### src/rtl/arb_pkg.sv
// Shared types and default widths for the memory port arbiter and the
// Controller/datapath that talks to it.
package arb_pkg;

  localparam int ADDR_W_DEF = 13;
  localparam int DATA_W_DEF = 16;

  typedef enum logic [1:0] {
    ARB_IDLE = 2'd0,
    ARB_BUSY = 2'd1,
    ARB_DONE = 2'd2
  } arb_state_t;

  typedef enum logic {
    OWN_IF = 1'b0,
    OWN_D  = 1'b1
  } arb_owner_t;

endpackage

### src/rtl/arb_param_chk.sv
// Elaboration-time parameter checks for mem_port_arbiter.
module arb_param_chk #(
  parameter int MEM_LAT         = 2,
  parameter int MAX_DATA_STREAK = 4
) ();

  if (MEM_LAT < 1) begin : g_lat_bad
    $fatal(1, "mem_port_arbiter: MEM_LAT must be at least 1");
  end

  if (MAX_DATA_STREAK < 1) begin : g_streak_bad
    $fatal(1, "mem_port_arbiter: MAX_DATA_STREAK must be at least 1");
  end

endmodule

### src/rtl/lat_counter.sv
// Loadable down-counter that times the memory access; zero marks the last
// BUSY cycle.
module lat_counter #(
  parameter int W = 2
) (
  input  logic         clk,
  input  logic         rst,
  input  logic         load,
  input  logic [W-1:0] load_val,
  input  logic         en,
  output logic         zero
);

  logic [W-1:0] cnt_r;

  // Count register: load wins over decrement.
  always_ff @(posedge clk) begin
    if (rst) begin
      cnt_r <= {W{1'b0}};
    end else if (load) begin
      cnt_r <= load_val;
    end else if (en) begin
      cnt_r <= cnt_r - W'(1);
    end else begin
      cnt_r <= cnt_r;
    end
  end

  assign zero = (cnt_r == {W{1'b0}});

endmodule

### src/rtl/mem_port_arbiter.sv
// Single-port memory arbiter between instruction fetch and the data path.
// Data has priority; a streak counter bounds how long fetch can be starved.
module mem_port_arbiter
  import arb_pkg::*;
#(
  parameter int ADDR_W          = ADDR_W_DEF,
  parameter int DATA_W          = DATA_W_DEF,
  parameter int MEM_LAT         = 2,
  parameter int MAX_DATA_STREAK = 4
) (
  input  logic              clk,
  input  logic              rst,
  input  logic              if_req,
  input  logic [ADDR_W-1:0] if_addr,
  input  logic              d_req,
  input  logic              d_we,
  input  logic [ADDR_W-1:0] d_addr,
  input  logic [DATA_W-1:0] d_wdata,
  output logic              if_gnt,
  output logic              d_gnt,
  output logic              if_done,
  output logic              d_done,
  output logic [DATA_W-1:0] rdata,
  output logic [ADDR_W-1:0] mem_addr,
  output logic [DATA_W-1:0] mem_wdata,
  output logic              MEM_read,
  output logic              MEM_write,
  input  logic [DATA_W-1:0] mem_rdata
);

  localparam int CNT_W  = (MEM_LAT < 1) ? 1 : $clog2(MEM_LAT + 1);
  localparam int STRK_W = (MAX_DATA_STREAK < 1) ? 1 : $clog2(MAX_DATA_STREAK + 1);
  localparam logic [CNT_W-1:0]  LOAD_VAL  = CNT_W'(MEM_LAT - 1);
  localparam logic [STRK_W-1:0] STRK_MAX  = STRK_W'(MAX_DATA_STREAK);

  arb_state_t        state_r, state_nxt_s;
  arb_owner_t        owner_r, owner_nxt_s;
  logic              we_r, we_nxt_s;
  logic [STRK_W-1:0] streak_r, streak_nxt_s;
  logic              grant_s, capture_s, d_win_s;
  logic              cnt_zero_s, cnt_en_s;

  arb_param_chk #(.MEM_LAT(MEM_LAT), .MAX_DATA_STREAK(MAX_DATA_STREAK)) u_chk ();

  assign cnt_en_s = (state_r == ARB_BUSY) && !cnt_zero_s;

  lat_counter #(.W(CNT_W)) u_lat (
    .clk      (clk),
    .rst      (rst),
    .load     (grant_s),
    .load_val (LOAD_VAL),
    .en       (cnt_en_s),
    .zero     (cnt_zero_s)
  );

  // Arbitration, next-state and streak bookkeeping.
  always_comb begin
    state_nxt_s  = state_r;
    owner_nxt_s  = owner_r;
    we_nxt_s     = we_r;
    streak_nxt_s = streak_r;
    grant_s      = 1'b0;
    capture_s    = 1'b0;
    d_win_s      = d_req && !(if_req && (streak_r == STRK_MAX));
    case (state_r)
      ARB_IDLE: begin
        if (d_win_s) begin
          grant_s     = 1'b1;
          state_nxt_s = ARB_BUSY;
          owner_nxt_s = OWN_D;
          we_nxt_s    = d_we;
          if (if_req && (streak_r != STRK_MAX)) begin
            streak_nxt_s = streak_r + STRK_W'(1);
          end else if (if_req) begin
            streak_nxt_s = streak_r;
          end else begin
            streak_nxt_s = {STRK_W{1'b0}};
          end
        end else if (if_req) begin
          grant_s      = 1'b1;
          state_nxt_s  = ARB_BUSY;
          owner_nxt_s  = OWN_IF;
          we_nxt_s     = 1'b0;
          streak_nxt_s = {STRK_W{1'b0}};
        end else begin
          state_nxt_s = ARB_IDLE;
        end
      end
      ARB_BUSY: begin
        if (cnt_zero_s) begin
          state_nxt_s = ARB_DONE;
          capture_s   = !we_r;
        end else begin
          state_nxt_s = ARB_BUSY;
        end
      end
      ARB_DONE: state_nxt_s = ARB_IDLE;
      default:  state_nxt_s = ARB_IDLE;
    endcase
  end

  // State, latches and outputs; outputs decode the next state so they are flops.
  always_ff @(posedge clk) begin
    if (rst) begin
      state_r   <= ARB_IDLE;
      owner_r   <= OWN_IF;
      we_r      <= 1'b0;
      streak_r  <= {STRK_W{1'b0}};
      mem_addr  <= {ADDR_W{1'b0}};
      mem_wdata <= {DATA_W{1'b0}};
      rdata     <= {DATA_W{1'b0}};
      if_gnt    <= 1'b0;
      d_gnt     <= 1'b0;
      if_done   <= 1'b0;
      d_done    <= 1'b0;
      MEM_read  <= 1'b0;
      MEM_write <= 1'b0;
    end else begin
      state_r  <= state_nxt_s;
      owner_r  <= owner_nxt_s;
      we_r     <= we_nxt_s;
      streak_r <= streak_nxt_s;
      if (grant_s) begin
        mem_addr <= (owner_nxt_s == OWN_D) ? d_addr : if_addr;
        if (owner_nxt_s == OWN_D) begin
          mem_wdata <= d_wdata;
        end
      end
      if (capture_s) begin
        rdata <= mem_rdata;
      end
      if_gnt    <= (state_nxt_s != ARB_IDLE) && (owner_nxt_s == OWN_IF);
      d_gnt     <= (state_nxt_s != ARB_IDLE) && (owner_nxt_s == OWN_D);
      if_done   <= (state_nxt_s == ARB_DONE) && (owner_nxt_s == OWN_IF);
      d_done    <= (state_nxt_s == ARB_DONE) && (owner_nxt_s == OWN_D);
      MEM_read  <= (state_nxt_s == ARB_BUSY) && !we_nxt_s;
      MEM_write <= (state_nxt_s == ARB_BUSY) && we_nxt_s;
    end
  end

endmodule
### config.mk
export PLATFORM = sky130hd
export DESIGN_NAME = mem_port_arbiter
export DESIGN_NICKNAME = d
export VERILOG_FILES = /design/src/rtl/arb_pkg.sv /design/src/rtl/arb_param_chk.sv /design/src/rtl/lat_counter.sv /design/src/rtl/mem_port_arbiter.sv
export SDC_FILE = /design/constraint.sdc
export NUM_CORES = 1
export LEC_CHECK = 0
export CORE_UTILIZATION = 35
export CTS_BUF_LIST = sky130_fd_sc_hd__clkbuf_16
export CTS_CLUSTER_SIZE = 20
export DETAILED_ROUTE_END_ITERATION = 12
export PLACE_DENSITY = 0.73
export SETUP_SLACK_MARGIN = 0.5
export SYNTH_ARGS = -nofsm -noshare
export SYNTH_HDL_FRONTEND = slang
export SYNTH_SLANG_ARGS = --single-unit
### constraint.sdc
create_clock -name clk -period 1.55 [get_ports clk]
set_input_delay 0.2325 -clock clk [delete_from_list [all_inputs] [get_ports clk]]
set_output_delay 0.2325 -clock clk [all_outputs]
set_load 0.01 [all_outputs]
==> metrics.cfg, run 1 <==
[routing]
via_count = 2410
wl_per_cell_um = 14.8
drt-pass1-iter-count = 4
route.detailed.drc = 0
viasPerCell = 4.94
antenna_violating_nets_post_route = 0
finalWirelength_um = 7230
drt_iter0_drc = 72

[layout]
area_delta_synth_final_pct = 92.8
final_cell_mix = clkdlybuf4s50_1 (60), buf_2 (50), dfxtp_1 (44), nand2_1 (44), a21oi_2 (32)
drive_above_1_share = 0.513
layout_commonest_cell = clkdlybuf4s50_1
fillers = 459
fin_cells = 488
finalNetCount = 475
diodes = 0

[status]
violations = negative setup slack
status = finished, violations left

[critical_path]
startpoint = state_r[0]$_SDFF_PP0_
critPathBufInv = 1
r2r_slack_ns = -0.05
path_class = flip-flop to flip-flop
crit_path_start_kind = flip-flop
r2r_cells = 5
r2r_end = mem_addr[12]$_SDFFE_PP0P_
cp-endpoint = mem_addr[12]$_SDFFE_PP0P_
cp_data_required_time_ns = 1.75
worst_path_largest_cell_delay_ns = 0.40
worstPathArrival_ns = 1.81
critPathTopFamily = simple AND/OR/NAND/NOR gates
path_cells = or3b_1, a32oi_2, buf_12, mux2i_1, o21ai_0
worst-path-stages = 5
cp_slowest_cell = or3b_1
timing.rr.start = state_r[0]$_SDFF_PP0_
critPathMaxFanout = 16
cp-end-kind = flip-flop

[global_routing]
grt_max_degree = 17
grt_pass1_wl_um = 10100
antenna_found_initial = 0
gr-usage-all-layers = 0.201
grt.overflow.total = 0
grt_pass1_vias = 2221

[cts]
cts_buffers = 9
cts_hold_buf = 0
tritoncts = built
cts.reportedPaths.clkPinSlew_ns = 0.05
worstSkewPairLatency_ns = 0.32
root_buffer = clkbuf_16
cts.sinks = 60
htreeDepth = 3
clockBufferDepth = 2

[synth]
synth_area_leader_cell = dfxtp_1
synth_cells = 262
ys_types = 33
avgSynthCellArea_um2 = 8.52
synth-seq-cells = 60
synth_warnings = 0
synth_nets = 328
synthesis.area_um2 = 2230
yosysTopAreaCellShare = 0.538
seq_area_frac_synth = 0.538
ys_top_cells_by_area = dfxtp_1 (54%), nand2_1 (14%), a21oi_1 (7.8%)

[placement]
numPortBuffers = 113
hpwlAfterDp_um = 4260
dp_cells = 455
pre_cts_ws_ns = -0.371
place.gp.congestion = 0.727

[timing]
clock_skew_ns = 0.00572
fin_tns_setup_ns = -0.209
slew_violations = 0
rsz0062_at_grt = true
hold_viol = 0
setup_viol = 13
slew_headroom = 0.816
min_period_over_period = 1.03
worstMarginPinSlew_ns = 0.275
fin_ws_ns = -0.0538
fmax_ghz = 0.624
final.min_clock_period_ns = 1.60

[floorplan]
dieArea_um2 = 6700
num_rows = 28
start_util = 0.370
die_h_um = 81.9
ios = 114
die_x_um = 81.9
coreArea_um2 = 6030

[pwr]
p_leak_nw = 1.94
max-vdd-ir-drop_mv = 0.740
power_density_nw_per_um2 = 1090

[worst_hold_path]
hp-class = flip-flop to flip-flop

[flow_run]
maxCapViolations = 0

## routing by layer
| layer | vias to the layer above | part of all wire | track usage |
|---|---|---|---|
| met5 | - | 0 | 0 |
| met4 | 0 | 0.014 | 0.0825 |
| met3 | 11 | 0.074 | 0.0633 |
| met2 | 102 | 0.51 | 0.360 |
| met1 | 1127 | 0.40 | 0.217 |
| li1 | 1170 | - | - |
## logic make-up after synthesis
kind of cell | count (synthesis) | synth area share
AOI/OAI and AO/OA | 55 | 0.131
xor gates and xnor gates | 1 | 0.00392
adders and majority gates | 3 | 0.0168
buffers and inverters | 21 | 0.0482
DFF | 60 | 0.538
muxes | 13 | 0.0583
and+or+nand+nor | 109 | 0.204
## power breakdown
| part | leakage [nW] | switching, mW | internal, mW |
|---|---|---|---|
| combinational | 1.31 | 0.624 | 0.654 |
| clock | 0.133 | 0.619 | 1.04 |
| sequential | 0.498 | 0.0761 | 1.70 |
## registers in the layout, summed over array words and instances, names as in the netlist, named ones only
register and count:
streak_r 3, MEM_write 1, if_done 1, d_gnt 1, MEM_read 1, rdata 16, state_r 2, d_done 1
mem_addr 13, u_lat.cnt_r 2, if_gnt 1, we_r 1, mem_wdata 16
## through the flow
stage                     total power, mW  hold WS (ns)   util  area, um2
after global placement               2.78         0.437  0.601       3620
after CTS                            4.56         0.444  0.659       3970
after global routing                 4.92         0.462  0.714       4300
final                                4.71         0.441  0.714       4300
after floorplan                      2.25         0.317      -       2290
after detailed placement             2.80         0.441  0.601       3620
## worst min-delay path: stages (launching register included)
cell and delay, ns:
dfxtp_1 0.30, nand2_1 0.05, o21ai_1 0.05
## timing repair
action | 4_1_cts | 5_1_grt
gates resized for setup | 284 | 79
setup buffers | 8 | 7
setup endpoints to repair | 110 | 66
endpoints found under the hold margin | 0 | 0
pin swaps | 41 | 46
gates cloned | 3 | 0
## cell usage after synthesis
cell / count
or3_2: 1
and2_2: 1
buf_12: 1
ha_1: 3
o22ai_1: 1
a211oi_1: 1
clkbuf_1: 8
or2_2: 1
mux2i_1: 13
dfxtp_1: 60
buf_2: 4
and2b_1: 1
o21ai_0: 8
or3_1: 1
nand2_1: 84
o21ai_1: 6
or3b_1: 1
nor3_1: 2
a22oi_1: 1
and3_2: 1
nor3b_1: 1
and3_1: 1
a21oi_1: 35
a32oi_1: 1
nand3_1: 4
inv_1: 7
xnor2_1: 1
and2_1: 2
a2111oi_0: 1
nand2b_1: 1
nor2_1: 7
buf_6: 1
o31ai_1: 1
## layout make-up
type | instances | area (um2) | share of cell area
Clock buffer | 9 | 225 | 0.0523
Clock inverter | 6 | 25.0 | 0.00582
Timing Repair Buffer | 149 | 1280 | 0.297
Tap cell | 75 | 93.8 | 0.0218
Inverter | 7 | 26.3 | 0.00611
Multi-Input combinational cell | 182 | 1430 | 0.333
Sequential cell | 60 | 1220 | 0.284
## how the worst min path moves through the flow
stage	cells after the start	slack [ns]	endpoint	start
CTS	2	0.44	mem_addr[3]$_SDFFE_PP0P_	mem_addr[3]$_SDFFE_PP0P_
finish	2	0.44	mem_addr[3]$_SDFFE_PP0P_	mem_addr[3]$_SDFFE_PP0P_
global route	2	0.46	mem_addr[5]$_SDFFE_PP0P_	mem_addr[5]$_SDFFE_PP0P_
detailed placement	2	0.44	mem_addr[3]$_SDFFE_PP0P_	mem_addr[3]$_SDFFE_PP0P_
global placement	2	0.44	mem_addr[4]$_SDFFE_PP0P_	mem_addr[4]$_SDFFE_PP0P_
floorplan	1	0.32	state_r[1]$_SDFF_PP0_	rst
Power figures use the tool's default switching activity.
==> inputs of run 2 (changes only) <==
CORE_ASPECT_RATIO = 0.8   (was unset)
DONT_BUFFER_PORTS = 1   (was unset)
PLACE_DENSITY = 0.49   (was 0.73)
==> run 2 against run 1 <==
The flow finishes with violations (negative hold slack). Combinational power shrank 29%. Non-clock buffer count shrank 112. Design area shrank 20%. Clock skew is essentially flat. Clock power grew 8%. Via count shrank 23%. Sequential power grew 4%. Largest power group unchanged.
==> metrics.cfg, run 2 (synthesis results as in run 1) <==
[pwr]
power_density_nw_per_um2 = 1320  ; +21%
intPower_mw = 3.26  ; -4.0%
seqPwrFrac = 0.407  ; +0.030
switching_share = 0.287  ; +0.00722
p_switching_mw = 1.31  ; -0.51%
p_leak_nw = 1.36  ; -30%
power_frac_comb = 0.198  ; -0.073
power.total_mw = 4.57  ; -3.0%
pwr-share-clk = 0.395  ; +0.043
max-vdd-ir-drop_mv = 0.714  ; -3.5%

[floorplan]
coreArea_um2 = 6040  ; +0.19%
num_rows = 25  ; -11%
dieArea_um2 = 6700  ; about the same
die_x_um = 91.3  ; +12%
start_util = 0.370  ; -0.000691
die_h_um = 73.4  ; -10%
ios = 114  ; unchanged

[layout]
diodes = 0  ; unchanged
final_cell_mix = dfxtp_1 (54), nand2_1 (54), nand2_4 (20), a21oi_2 (18), buf_6 (17)
area_delta_synth_final_pct = 55.0
drive_above_1_share = 0.449  ; -0.0648
largestRegisters = mem_wdata: 16 flops, rdata: 16 flops, mem_addr: 13 flops
fillers = 512  ; +12%
finalNetCount = 362  ; -24%

[placement]
pre_cts_ws_ns = 0.000183  ; +0.372 ns
numPortBuffers = 0  ; -100%
hpwlAfterDp_um = 3310  ; -22%
place.gp.congestion = 0.666  ; -8.5%

[critical_path]
critPathMaxFanout = 18  ; +2
path_class = flip-flop to flip-flop
r2r_slack_ns = 0.03  ; +0.09 ns
cp-end-kind = flip-flop
crit_path_start_kind = flip-flop
worstPathArrival_ns = 1.73  ; -0.08 ns
cp_data_required_time_ns = 1.76  ; about the same

[timing]
rsz0062_at_grt = true
hold_viol = 18  ; +18
min_period_over_period = 0.979  ; -0.0553
fmax_ghz = 0.659  ; +5.6%
final.min_clock_period_ns = 1.52  ; -0.0857 ns
worstMarginPinSlew_ns = 0.331  ; +0.0555 ns
fin_ws_ns = 0.0318  ; +0.0857 ns
slew_violations = 0  ; unchanged
setup_viol = 0  ; -13
slew_headroom = 0.779  ; -0.0374
clock_skew_ns = 0.00578  ; +0.0000616 ns
hold_slack_ns = -0.0133  ; -0.454 ns

[routing]
highest_layer = met4
viasPerCell = 4.86  ; -1.7%
met2_length_um = 2800  ; -24%
drt_iter0_drc = 38  ; -47%
via_count = 1855  ; -23%
finalWirelength_um = 5840  ; -19%
wl_met3_um = 461  ; -14%
antenna_violating_nets_post_route = 0  ; unchanged
route.detailed.drc = 0  ; unchanged
drt-pass1-iter-count = 4  ; unchanged
wl_per_cell_um = 15.3  ; +3.2%
wl_met1_um = 2540  ; -12%

[global_routing]
grt.overflow.total = 0  ; unchanged
grt_pass1_vias = 1748  ; -21%
grt_pass1_wl_um = 8540  ; -15%
grt_max_degree = 43  ; +26
gr-usage-all-layers = 0.168  ; -0.0333
antenna_found_initial = 0  ; unchanged

[cts]
cts_buffers = 9  ; unchanged
root_buffer = clkbuf_16
tritoncts = built
worstSkewPairLatency_ns = 0.32  ; about the same
htreeDepth = 3  ; unchanged
clockBufferDepth = 2  ; unchanged
cts.sinks = 60  ; unchanged
cts.reportedPaths.clkPinSlew_ns = 0.05  ; about the same

[status]
status = finished, violations left
violations = negative hold slack

[flow_run]
maxCapViolations = 0  ; unchanged

[worst_hold_path]
hp-class = primary input to flip-flop

==> run 2: changes by cell type in the layout (fill, tap and decap cells not counted), sizes merged <==
cell | before | now
clkbuf | 9 | 10
clkinv | 4 | 5
clkinvlp | 0 | 1
or3 | 3 | 2
clkdlybuf4s50 | 60 | 0
dlygate4sd2 | 2 | 0
buf | 87 | 36
inv | 9 | 8
==> run 2: stage by stage <==
stage,cells,TNS (ns),area (um2),util
CTS,374,0,3050,0.505
global placement,341,0,2430,0.403
finish,382,0,3460,0.573
detailed placement,341,0,2430,0.403
global route,382,-0.455,3460,0.573
floorplan,262,0,2290,-
==> run 2: power by group through the flow <==
stage	sequential [mW]	combinational (mW)	clock [mW]
final	1.86	0.904	1.80
after global routing	1.88	0.978	1.93
after CTS	1.85	0.665	1.85
after detailed placement	1.88	0.499	0
after global placement	1.88	0.491	0
after floorplan	1.85	0.394	0
==> run 2: path summary, 6_finish.rpt <==
check                                               start                           to  cells past startpoint
worst min register to register  mem_addr[12]$_SDFFE_PP0P_    mem_addr[12]$_SDFFE_PP0P_                      2
worst min-delay path                                  rst  u_lat.cnt_r[0]$_SDFFE_PP0P_                      1
worst max-delay path                state_r[0]$_SDFF_PP0_     mem_addr[3]$_SDFFE_PP0P_                      5
worst max register to register      state_r[0]$_SDFF_PP0_     mem_addr[3]$_SDFFE_PP0P_                      5
==> run 2: per-layer routing <==
layer  up-vias  GRT usage
li1        935          -
met1       852      0.191
met2        64      0.276
met3         4     0.0787
met4         0     0.0688
met5         -          0
==> run 2: what timing repair did <==
item	4_1_cts	5_1_grt
setup endpoints to repair	60	60
cloned	2	3
hold endpoints to repair	38	38
setup buffers	15	5
resized for setup	38	93
pin swaps	10	41
==> run 2: area by class of cell <==
type	instances	area (um2)	area share
Tap cell	81	101	0.0293
Clock inverter	7	52.6	0.0152
Inverter	7	26.3	0.00759
Sequential cell	60	1210	0.349
Clock buffer	9	225	0.0651
Multi-Input combinational cell	181	1350	0.389
Timing Repair Buffer	37	499	0.144
==> run 2: critical path, stage by stage, from the launching register on <==
cell     delay (ns)
dfxtp_2        0.32
or3b_1         0.38
a32oi_2        0.22
buf_12         0.20
mux2i_1        0.21
o21ai_1        0.07
==> inputs of run 3 (changes only) <==
HOLD_SLACK_MARGIN = 0.12   (was unset)
==> run 3 against run 2 <==
The run still ends with negative hold slack left. Sequential power about the same. Utilization up 4.8 points. Register-to-register slack worse by 0.03 ns. Wire length up 7.7%. Die area unchanged. Fmax down 1.7%. Flip-flop and latch count unchanged. Combinational power up 8.1%. Critical path depth unchanged. Design area up 8.4%. Critical path type unchanged.
==> metrics.cfg, run 3 (synthesis results as in run 1) <==
[critical_path]
worstPathArrival_ns = 1.75  ; +0.02 ns
timing.rr.start = state_r[0]$_SDFF_PP0_
r2r_cells = 5  ; unchanged
cp-endpoint = mem_addr[10]$_SDFFE_PP0P_
path_class = flip-flop to flip-flop
r2r_end = mem_addr[10]$_SDFFE_PP0P_
r2r_slack_ns = 0.006  ; -0.03 ns
cp-end-kind = flip-flop
cp_data_required_time_ns = 1.75  ; about the same
critPathMaxFanout = 18  ; unchanged
startpoint = state_r[0]$_SDFF_PP0_
crit_path_start_kind = flip-flop

[routing]
route.detailed.drc = 0  ; unchanged
wl_per_cell_um = 15.4  ; +0.86%
drt_iter0_drc = 40  ; +5.3%
via_count = 2007  ; +8.2%
antenna_violating_nets_post_route = 0  ; unchanged
viasPerCell = 4.92  ; +1.3%
finalWirelength_um = 6290  ; +7.7%
drt-pass1-iter-count = 4  ; unchanged

[timing]
rsz0062_at_grt = true
hold_slack_ns = -0.00791  ; +0.00537 ns
min_period_over_period = 0.996  ; +0.0170
slew_violations = 0  ; unchanged
final.min_clock_period_ns = 1.54  ; +0.0263 ns
setup_viol = 0  ; unchanged
fmax_ghz = 0.647  ; -1.7%
worstMarginPinSlew_ns = 0.350  ; +0.0196 ns
slew_headroom = 0.766  ; -0.0131
hold_viol = 3  ; -15
clock_skew_ns = 0.00663  ; +0.000849 ns

[status]
violations = negative hold slack
status = finished, violations left

[global_routing]
grt.overflow.total = 0  ; unchanged
grt_pass1_vias = 1926  ; +10%
antenna_found_initial = 0  ; unchanged
grt_max_degree = 43  ; unchanged
gr-usage-all-layers = 0.182  ; +0.0140
grt_pass1_wl_um = 9290  ; +8.7%

[floorplan]
num_rows = 25  ; unchanged
start_util = 0.370  ; unchanged
die_h_um = 73.4  ; unchanged
ios = 114  ; unchanged
dieArea_um2 = 6700  ; unchanged
coreArea_um2 = 6040  ; unchanged
die_x_um = 91.3  ; unchanged

[pwr]
power_density_nw_per_um2 = 1240  ; -6.4%
p_leak_nw = 1.47  ; +8.5%
power.total_mw = 4.64  ; +1.5%
max-vdd-ir-drop_mv = 0.706  ; -1.1%

[layout]
final_cell_mix = dfxtp_1 (54), nand2_1 (49), dlygate4sd3_1 (27), a21oi_2 (22), nand2_4 (21)
diodes = 0  ; unchanged
finalNetCount = 388  ; +7.2%
layout_commonest_cell = dfxtp_1
largestRegisters = mem_wdata: 16 flops, rdata: 16 flops, mem_addr: 13 flops
design_area_um2 = 3750  ; +8.4%
area_delta_synth_final_pct = 68.1
drive_above_1_share = 0.437  ; -0.0112

[cts]
cts.sinks = 60  ; unchanged
clockBufferDepth = 2  ; unchanged
worstSkewPairLatency_ns = 0.32  ; about the same
cts_hold_buf = 27
tritoncts = built
cts.reportedPaths.clkPinSlew_ns = 0.05  ; about the same
cts_buffers = 9  ; unchanged
htreeDepth = 3  ; unchanged
root_buffer = clkbuf_16

[worst_hold_path]
hp-class = primary input to flip-flop

[flow_run]
maxCapViolations = 0  ; unchanged

[placement]
hpwlAfterDp_um = 3310  ; unchanged
place.gp.congestion = 0.666  ; unchanged
numPortBuffers = 0  ; unchanged
placed_cell_area_um2 = 2430  ; unchanged

run 3: cell types whose count changed in the layout (fill, tap and decap cells not counted):
cell | previous run | this run
nand2_1 | 54 | 49
buf_6 | 17 | 16
a21oi_1 | 16 | 12
nand2_4 | 20 | 21
a21oi_2 | 18 | 22
dlygate4sd3_1 | 0 | 27
o21ai_1 | 11 | 9
o21ai_0 | 3 | 5
nand2_2 | 10 | 14
run 3: worst min path at each step:
stage | from | to | slack, ns | cells after the start
final | rst | u_lat.cnt_r[0]$_SDFFE_PP0P_ | -0.008 | 1
after global routing | rst | rdata[6]$_SDFFE_PP0P_ | -0.03 | 1
after CTS | rst | mem_wdata[14]$_SDFFE_PP0P_ | -0.04 | 1
after detailed placement | rst | u_lat.cnt_r[0]$_SDFFE_PP0P_ | 0.30 | 1
after global placement | rst | u_lat.cnt_r[0]$_SDFFE_PP0P_ | 0.30 | 1
after floorplan | rst | state_r[1]$_SDFF_PP0_ | 0.32 | 1
run 3: area by class of cell:
cell class	count	area (um2)
Multi-Input combinational cell	181	1380
Tap cell	81	101
Timing Repair Buffer	63	758
Inverter	7	26.3
Clock inverter	7	52.6
Sequential cell	60	1210
Fill cell	484	2280
Clock buffer	9	225
run 3: per-stage QoR:
| step | std cells | setup WS (ns) | TNS (ns) | util |
|---|---|---|---|---|
| after floorplan | 262 | 0.0478 | 0 | - |
| after global placement | 341 | 0.0430 | 0 | 0.403 |
| after detailed placement | 341 | 0.000183 | 0 | 0.403 |
| after CTS | 401 | 0.0265 | 0 | 0.549 |
| after global routing | 408 | -0.141 | -0.796 | 0.622 |
| final | 408 | 0.00553 | 0 | 0.622 |
run 3: timing repair:
item	CTS	global route
buffers inserted	15	4
resized for setup	38	100
hold endpoints to repair	54	38
setup endpoints to repair	60	60
cloned	2	3
pin swaps	10	43
run 3: layer usage:
layer | wire length, um | up-vias | global-route usage
li1 | - | 991 | -
met1 | 2670 | 939 | 0.199
met2 | 3110 | 71 | 0.311
met3 | 467 | 6 | 0.0807
met4 | 43 | 0 | 0.0758
met5 | 0 | - | 0
run 3: power by group:
| group | internal (mW) | switching, mW | total [mW] |
|---|---|---|---|
| Combinational | 0.528 | 0.449 | 0.977 |
| Sequential | 1.69 | 0.168 | 1.86 |
| Clock | 1.09 | 0.713 | 1.80 |
| Total | 3.31 | 1.33 | 4.64 |
run 3: worst max-delay path, stage by stage (launching register included):
cell and delay (ns):
dfxtp_2 0.32, or3b_1 0.38, a32oi_2 0.22, buf_12 0.21
mux2i_1 0.21, o21ai_0 0.09
